`src/rtl/divisor_de_clock_programavel_pkg.sv`:
```
// rtl/divisor_de_clock_programavel_pkg.sv - shared constants and divisor clamp for the clock divider
package pkg_divisor;

  localparam int LARGURA_DIV_PADRAO = 16;
  localparam int DIVISOR_PADRAO     = 50;
  localparam int DIVISOR_MINIMO     = 2;

  // Divisors of 0 or 1 cannot produce a two-phase clock, so they saturate up.
  function automatic logic [31:0] clamp_divisor(input logic [31:0] valor);
    return (valor < 32'(DIVISOR_MINIMO)) ? 32'(DIVISOR_MINIMO) : valor;
  endfunction

endpackage

```
`src/rtl/divisor_de_clock_programavel_registro.sv`:
```
// rtl/divisor_de_clock_programavel_registro.sv - shadow divisor register, applied only at period boundaries
module registro_de_divisor
  import pkg_divisor::*;
#(
  parameter int LARGURA_DIV     = LARGURA_DIV_PADRAO,
  parameter int DIVISOR_INICIAL = DIVISOR_PADRAO
) (
  input  logic                   clock_SYS,
  input  logic                   reset_SYS_n,
  input  logic                   carregar,
  input  logic [LARGURA_DIV-1:0] divisor_in,
  input  logic                   aplicar,
  output logic [LARGURA_DIV-1:0] divisor_ativo,
  output logic                   carregado
);

  logic [LARGURA_DIV-1:0] pendente_q, pendente_d;
  logic [LARGURA_DIV-1:0] divisor_ativo_q, divisor_ativo_d;
  logic                   pendente_valido_q, pendente_valido_d;
  logic                   carregado_q, carregado_d;

  always_comb begin
    pendente_d        = pendente_q;
    pendente_valido_d = pendente_valido_q;
    divisor_ativo_d   = divisor_ativo_q;
    carregado_d       = 1'b0;
    // Apply before capture so a load on the same edge queues behind the value being applied.
    if (aplicar && pendente_valido_q) begin
      divisor_ativo_d   = pendente_q;
      pendente_valido_d = 1'b0;
      carregado_d       = 1'b1;
    end
    if (carregar) begin
      pendente_d        = LARGURA_DIV'(clamp_divisor(32'(divisor_in)));
      pendente_valido_d = 1'b1;
    end
  end

  always_ff @(posedge clock_SYS or negedge reset_SYS_n) begin
    if (!reset_SYS_n) begin
      pendente_q        <= '0;
      pendente_valido_q <= 1'b0;
      divisor_ativo_q   <= LARGURA_DIV'(DIVISOR_INICIAL);
      carregado_q       <= 1'b0;
    end else begin
      pendente_q        <= pendente_d;
      pendente_valido_q <= pendente_valido_d;
      divisor_ativo_q   <= divisor_ativo_d;
      carregado_q       <= carregado_d;
    end
  end

  assign divisor_ativo = divisor_ativo_q;
  assign carregado     = carregado_q;

endmodule

```
`src/rtl/divisor_de_clock_programavel.sv`:
```
// rtl/divisor_de_clock_programavel.sv - programmable clock divider with per-period tick and glitch-free divisor change
module divisor_de_clock_programavel
  import pkg_divisor::*;
#(
  parameter int LARGURA_DIV    = LARGURA_DIV_PADRAO,
  parameter int DIVISOR_PADRAO = pkg_divisor::DIVISOR_PADRAO
) (
  input  logic                   clock_SYS,
  input  logic                   reset_SYS_n,
  input  logic                   habilitar,
  input  logic [LARGURA_DIV-1:0] divisor_in,
  input  logic                   carregar,
  output logic                   carregado,
  output logic                   clock_saida,
  output logic                   pulso_saida,
  output logic [LARGURA_DIV-1:0] divisor_ativo
);

  logic [LARGURA_DIV-1:0] cnt_q, cnt_d;
  logic [LARGURA_DIV-1:0] cnt_mais_um, metade;
  logic                   clock_q, clock_d;
  logic                   pulso_q, pulso_d;
  logic                   virada, aplicar;

  registro_de_divisor #(
    .LARGURA_DIV     (LARGURA_DIV),
    .DIVISOR_INICIAL (DIVISOR_PADRAO)
  ) u_registro (
    .clock_SYS     (clock_SYS),
    .reset_SYS_n   (reset_SYS_n),
    .carregar      (carregar),
    .divisor_in    (divisor_in),
    .aplicar       (aplicar),
    .divisor_ativo (divisor_ativo),
    .carregado     (carregado)
  );

  assign metade      = divisor_ativo >> 1;
  assign cnt_mais_um = cnt_q + LARGURA_DIV'(1);
  assign virada      = habilitar && (cnt_q == divisor_ativo - LARGURA_DIV'(1));
  // Divisor may only change where no partial period can be cut: at a wrap or while idle.
  assign aplicar     = virada || !habilitar;

  always_comb begin
    cnt_d   = cnt_q;
    clock_d = clock_q;
    pulso_d = 1'b0;
    if (!habilitar) begin
      cnt_d   = '0;
      clock_d = 1'b0;
    end else if (virada) begin
      cnt_d   = '0;
      clock_d = 1'b1;
      pulso_d = 1'b1;
    end else begin
      cnt_d = cnt_mais_um;
      if (cnt_mais_um == metade) begin
        clock_d = 1'b0;
      end
    end
  end

  always_ff @(posedge clock_SYS or negedge reset_SYS_n) begin
    if (!reset_SYS_n) begin
      cnt_q   <= '0;
      clock_q <= 1'b0;
      pulso_q <= 1'b0;
    end else begin
      cnt_q   <= cnt_d;
      clock_q <= clock_d;
      pulso_q <= pulso_d;
    end
  end

  assign clock_saida = clock_q;
  assign pulso_saida = pulso_q;

endmodule
```
`config.mk`:
```
export PLATFORM = sky130hd
export DESIGN_NAME = divisor_de_clock_programavel
export DESIGN_NICKNAME = d
export VERILOG_FILES = /design/src/rtl/divisor_de_clock_programavel_pkg.sv /design/src/rtl/divisor_de_clock_programavel_registro.sv /design/src/rtl/divisor_de_clock_programavel.sv
export SDC_FILE = /design/constraint.sdc
export NUM_CORES = 1
export LEC_CHECK = 0
export CAP_MARGIN = 10
export CORE_MARGIN = 2
export CORE_UTILIZATION = 51
export CTS_CLUSTER_DIAMETER = 30
export CTS_CLUSTER_SIZE = 16
export DETAILED_ROUTE_END_ITERATION = 7
export PLACE_DENSITY_LB_ADDON = 0.12
export SYNTH_ARGS = -nofsm -noshare
export SYNTH_HDL_FRONTEND = slang
export SYNTH_SLANG_ARGS = --single-unit
```
`constraint.sdc`:
```
create_clock -name clock_SYS -period 2.88 [get_ports clock_SYS]
set_clock_uncertainty 0.15 [all_clocks]
set_input_delay 0.288 -clock clock_SYS [delete_from_list [all_inputs] [get_ports clock_SYS]]
set_output_delay 0.288 -clock clock_SYS [all_outputs]
set_load 0.01 [all_outputs]
```
After elaboration in Yosys (flattened, before gate mapping)
Index checks and enable logic that the tools add are counted.
{"block": "word_totals", "reg_bits": 52, "inputBits": 20, "output_inout_bits": 19, "wordCells": 29}
{"block": "op_classes", "add_sub_neg": 2, "magnitude_cmp": 1, "eq_ne": 3, "muxes": 11, "n_reduce_logical": 5}
{"op": "$mux W16", "count": 3}
{"op": "$add A16 B1 Y16 const B", "count": 1}
{"op": "$eq A16 B15 Y1", "count": 1}
{"op": "$eq A16 B16 Y1", "count": 1}
{"op": "$lt A16 B2 Y1 const B", "count": 1}
{"op": "$sub A16 B1 Y16 const B", "count": 1}
{"op": "$mux W1", "count": 8}
{"op": "$ne A3 B1 Y1 const B", "count": 1}
{"op": "$logic_and A1 B1 Y1", "count": 2}
{"op": "$reduce_bool A2 Y1", "count": 1}
{"op": "$logic_not A1 Y1", "count": 1}
{"op": "$logic_or A1 B1 Y1", "count": 1}

Logic depth before layout (Yosys ltp)
Gate-level depths: netlist of the first run.
{"block": "depth", "ltp_word": 7, "depth_mapped": 12, "depth_no_buf": 9}

Cells and area by module
From an unflattened synthesis of the first run, not the netlist that was laid out.
{"block": "hier_totals", "hier_cells": 301, "area_unflattened_um2": 3220.6}
{"mod": "divisor_de_clock_programavel", "instances": 1, "cells_per_inst": 220, "area_per_inst_um2": 1853.0, "seq_area_each_um2": 450.4}
{"mod": "registro_de_divisor", "instances": 1, "cells_per_inst": 81, "area_per_inst_um2": 1367.6, "seq_area_each_um2": 854.6}

Worst setup path before layout of the first run
No wires, ideal clock.
{"block": "synth_path", "path_kind": "register to register", "from": "register u_registro.divisor_ativo_q[0] (netlist: u_registro.divisor_ativo[0])", "to": "register cnt_q[6]", "setup_time_ns": 0.125, "arrival_time_ns": 2.982, "required_ns": 2.605, "setup_slack_ns": -0.377, "stages_incl_launch_ff": 13, "n_path_buf": 3, "synth_period_minus_slack_ns": 3.257, "cell_sequence": "dfrtp_1 -> clkbuf_1 -> inv_1 -> ha_1 -> clkbuf_1 -> nor3b_1 -> a31oi_1 -> nor4b_1 -> nand4_1 -> or4_1 -> nand2_1 -> buf_2 -> nor2_1"}
{"block": "synth_via", "elab_chain_len": 5}
{"element": "start, declared", "line": "divisor_de_clock_programavel_registro.sv:18", "rtl": "logic [LARGURA_DIV-1:0] divisor_ativo_q, divisor_ativo_d;"}
{"element": "start signal, assigned", "line": "divisor_de_clock_programavel_registro.sv:43", "rtl": "divisor_ativo_q <= LARGURA_DIV'(DIVISOR_INICIAL);"}
{"element": "start signal, assigned", "line": "divisor_de_clock_programavel_registro.sv:48", "rtl": "divisor_ativo_q <= divisor_ativo_d;"}
{"element": "$sub A16 B1 Y16", "line": "divisor_de_clock_programavel.sv:40", "rtl": "assign virada = habilitar && (cnt_q == divisor_ativo - LARGURA_DIV'(1));"}
{"element": "$eq A16 B16 Y1", "line": "divisor_de_clock_programavel.sv:40"}
{"element": "$logic_and A1 B1 Y1", "line": "divisor_de_clock_programavel.sv:40"}
{"element": "$mux W16", "line": "divisor_de_clock_programavel.sv:51", "rtl": "end else if (virada) begin"}
{"element": "$mux W16", "line": "divisor_de_clock_programavel.sv:48", "rtl": "if (!habilitar) begin"}
{"element": "named net cnt_d[6]", "line": "divisor_de_clock_programavel.sv:19", "rtl": "logic [LARGURA_DIV-1:0] cnt_q, cnt_d;"}
{"element": "end signal, assigned", "line": "divisor_de_clock_programavel.sv:69", "rtl": "cnt_q <= cnt_d;"}
{"element": "end, declared", "line": "divisor_de_clock_programavel.sv:19"}
The timed path passes the listed nets, and every way through them passes these cells.
A chain may end at the register's enable or synchronous reset.

Final worst setup path of the first run
{"block": "layout_path", "from": "register u_registro.divisor_ativo_q[9] (netlist: u_registro.divisor_ativo[9])", "to": "register u_registro.divisor_ativo_q[12] (netlist: u_registro.divisor_ativo[12])"}
{"block": "layout_via", "elab_chain_len": 5}
{"element": "$sub A16 B1 Y16", "line": "divisor_de_clock_programavel.sv:40"}
{"element": "$eq A16 B16 Y1", "line": "divisor_de_clock_programavel.sv:40"}
{"element": "$logic_and A1 B1 Y1", "line": "divisor_de_clock_programavel.sv:40"}
{"element": "$logic_or A1 B1 Y1", "line": "divisor_de_clock_programavel.sv:42", "rtl": "assign aplicar = virada || !habilitar;"}
{"element": "$logic_and A1 B1 Y1", "line": "divisor_de_clock_programavel_registro.sv:28", "rtl": "if (aplicar && pendente_valido_q) begin"}
Every way passes these cells.

==> results of run 1 <==
cell families after synthesis:
| logic type | share of synthesized area |
|---|---|
| AND/OR/NAND/NOR | 0.186 |
| flip-flops | 0.397 |
| XOR/XNOR | 0.135 |
| adder cells (fa/ha/maj) | 0.00762 |
| buffers and inverters | 0.0495 |
| AO/OA/AOI/OAI | 0.0968 |
| multiplexers | 0.128 |
cells in the mapped netlist, types with 4 or more instances:
master / n
dfrtp_1: 49
xnor2_1: 36
nor2_1: 31
mux2_2: 23
clkbuf_1: 20
nand2_1: 13
nor4_1: 12
o21ai_0: 12
xor2_1: 12
nand3_1: 11
nand4_1: 11
nor3_1: 11
inv_1: 10
mux2_4: 8
a31oi_1: 4
buf_2: 4
mux2i_1: 4
cell usage in the layout (no fill, tap or decap), types with 8 or more instances in the layout:
cell | Yosys | layout
inv_1 | 10 | 9
mux2_4 | 8 | 8
xnor2_1 | 36 | 36
nand2_1 | 13 | 12
buf_4 | 0 | 32
nor3_1 | 11 | 9
mux2_2 | 23 | 23
nand3_1 | 11 | 11
nor2_1 | 31 | 30
nand4_1 | 11 | 11
nor4_1 | 12 | 9
o21ai_0 | 12 | 12
dfrtp_1 | 49 | 48
clkdlybuf4s50_1 | 0 | 37
xor2_1 | 12 | 12
layout make-up:
class,instances,area share
inverters,10,0.00894
flip-flops and latches,52,0.311
repair buffers,75,0.164
clock inverters,2,0.00417
well taps,77,0.0229
multi-input cells,243,0.472
clock buffers,6,0.0173
per-layer routing:
metal / up-vias / track usage
li1: 1292 / -
met1: 1291 / 0.331
met2: 81 / 0.380
met3: 15 / 0.0354
met4: 0 / 0.0733
met5: - / 0
report_power, final:
part           internal [mW]  switching [mW]
logic                  0.457           0.419
clock network          0.179           0.264
registers              0.808          0.0774
worst max-delay path: cells and delay by family, from the launching register on:
kind / cells / cell delay [ns]
AND/OR/NAND/NOR: 3 / 1.32
AO/OA/AOI/OAI: 2 / 0.29
buffers and inverters: 1 / 0.17
flip-flops: 1 / 0.40
multiplexers: 2 / 0.47
state kept, by name (all words and copies together), names as in the netlist:
| name | cells |
|---|---|
| cnt_q | 16 |
| u_registro.divisor_ativo | 16 |
| u_registro.pendente_q | 16 |
| clock_saida | 1 |
| pulso_saida | 1 |
| u_registro.carregado | 1 |
| u_registro.pendente_valido_q | 1 |
worst min path at each step:
stage                                                    start                                    to  slack [ns]  depth (start not counted)
after floorplan                                    reset_SYS_n               clock_saida$_DFFE_PN0P_       -0.16                          0
after global placement                             reset_SYS_n                   cnt_q[13]$_DFF_PN0_        0.23                          1
after detailed placement                           reset_SYS_n                   cnt_q[13]$_DFF_PN0_        0.24                          1
after CTS                 u_registro.pendente_q[1]$_DFFE_PN0P_  u_registro.pendente_q[1]$_DFFE_PN0P_        0.36                          1
after global routing      u_registro.pendente_q[7]$_DFFE_PN0P_  u_registro.pendente_q[7]$_DFFE_PN0P_        0.39                          1
final                     u_registro.pendente_q[1]$_DFFE_PN0P_  u_registro.pendente_q[1]$_DFFE_PN0P_        0.36                          1
what timing repair did:
item	CTS	global route
hold buffers	1	0
gates cloned	0	0
setup endpoints to repair	33	35
buffers inserted	0	4
hold endpoints to repair	30	0
pin swaps	0	3
resized for setup	4	24
stage by stage:
| step | hold slack (ns) | util | instance area (um2) |
|---|---|---|---|
| after floorplan | -0.158 | - | 3340 |
| after global placement | 0.226 | 0.623 | 3910 |
| after detailed placement | 0.236 | 0.623 | 3910 |
| after CTS | 0.363 | 0.643 | 4040 |
| after global routing | 0.389 | 0.669 | 4200 |
| final | 0.364 | 0.669 | 4200 |
==> impl_metrics.py, run 1 <==
metrics = {
    "sta": {
        "post-route-period-util": 1.01,
        "slew_viol_final": 0,
        "finalSetupViolCount": 9,
        "setup_tns_ns": -0.138,
        "max_slew_margin": 0.457,
        "setup_slack_ns": -0.0209,
        "hold_violations": 0,
        "rsz0062_at_grt": "true",
        "max_freq_mhz": 345,
        "tightestPinTransition_ns": 0.812,
        "layout_min_cycle_time_ns": 2.90,
    },
    "yosys": {
        "synthFlopType": "dfrtp_1",
        "synth_edf_count": 0,
        "yosysUniqueCellTypes": 55,
        "syn_nets": 355,
        "yosys-top-cells-area": "dfrtp_1 37%, xnor2_1 9.6%, mux2_2 7.9%",
        "ys_warn_count": 0,
        "synth_area_um2": 3280,
        "synth_largest_area_cell": "dfrtp_1",
        "yosysSeqAreaShare": 0.397,
        "ys_ff_latch": 52,
        "syn-instance-count": 333,
        "synth_area_per_cell_um2": 9.86,
        "synthArstFlopShare": 1.00,
        "synth_top_area_share": 0.373,
    },
    "cts": {
        "cts_sinks": 52,
        "path_clk_slew_ns": 0.10,
        "htree_levels": 2,
        "clkLatencyLatePin_ns": 0.32,
        "clock-root-buffer": "clkbuf_8",
        "cts_tree": "built",
        "numCtsBuffers": 5,
        "clockBufferDepth": 2,
    },
    "setup_path": {
        "crit_type": "reg2reg",
        "max_stage_delay_ns": 0.55,
        "rr_endpoint": "u_registro.divisor_ativo[12]$_DFFE_PN0P_",
        "crit_start": "u_registro.divisor_ativo[9]$_DFFE_PN0P_",
        "r2r-start": "u_registro.divisor_ativo[9]$_DFFE_PN0P_",
        "endpoint": "u_registro.divisor_ativo[12]$_DFFE_PN0P_",
        "end_kind": "flip-flop",
        "r2r_slack_ns": -0.02,
        "rr_worst_depth": 8,
        "crit_slowest_cell": "or4_4",
        "cp.arrival_ns": 2.96,
        "required_ns": 2.94,
        "cp-start-kind": "flip-flop",
        "path_cells": "or4_4 > or3_4 > mux2i_1 > o2111ai_1 > nor4_2 > o21ai_2 > buf_12 > mux2_4",
        "cp_max_fo": 17,
    },
    "floorplanning": {
        "start_util": 0.523,
        "die_y_um": 84.3,
        "ios": 39,
        "fp-row-count": 29,
        "dieWidth_um": 84.3,
        "core_um2": 6280,
        "die_area_um2": 7100,
    },
    "place": {
        "dpl.cell_count": 452,
        "io_buffers": 38,
        "place.gp.congestion": 1.00,
        "dpl.hpwl_um": 6020,
        "place_ws_ns": -0.0943,
    },
    "cells_and_area": {
        "fin_nets": 409,
        "final_cells": 465,
        "drive_above_1_share": 0.273,
        "areaGrowthSynthToFinish_pct": 27.8,
        "multi_input_area_um2": 1980,
        "fillers": 503,
        "seqCellArea_um2": 1310,
        "insertedDiodeCount": 0,
    },
    "route": {
        "wl_met1_um": 3710,
        "dr.pass1.iters": 4,
        "first_iter_violations": 98,
        "wl_met2_um": 3970,
        "ant_nets": 0,
        "top_layer": "met4",
        "wl_met3_um": 361,
        "viasPerCell": 5.76,
        "vias": 2679,
        "wl_per_cell_um": 17.6,
        "drt-total-wl_um": 8210,
        "drc": 0,
    },
    "pwr": {
        "vdd_drop_max_uv": 366,
        "p_per_area_nw_per_um2": 525,
        "p_leak_nw": 1.66,
        "power_mw": 2.20,
    },
    "grt": {
        "gr-usage-all-layers": 0.236,
        "grt_overflow": 0,
        "antenna_found_initial": 0,
        "grt_pass1_vias": 2626,
        "grt_max_degree": 32,
        "grt_pass1_wl_um": 13400,
    },
    "flow_run": {
        "maxCapViolCount": 0,
    },
    "run_status": {
        "violations": "setup timing",
        "status": "finished with violations",
    },
    "hold_path": {
        "hp-class": "reg2reg",
    },
}
(Power assumes the default switching activity.)
==> run 2: changes to the inputs <==
--- a/config.mk
+++ b/config.mk
@@ -5,7 +5,7 @@
 export SDC_FILE = /design/constraint.sdc
 export NUM_CORES = 1
 export LEC_CHECK = 0
-export CAP_MARGIN = 10
+export ABC_CLOCK_PERIOD_IN_PS = 2880
 export CORE_MARGIN = 2
 export CORE_UTILIZATION = 51
 export CTS_CLUSTER_DIAMETER = 30
==> results of run 2 <==
No change in the layout: final DEF, timing and power equal those of run 1.
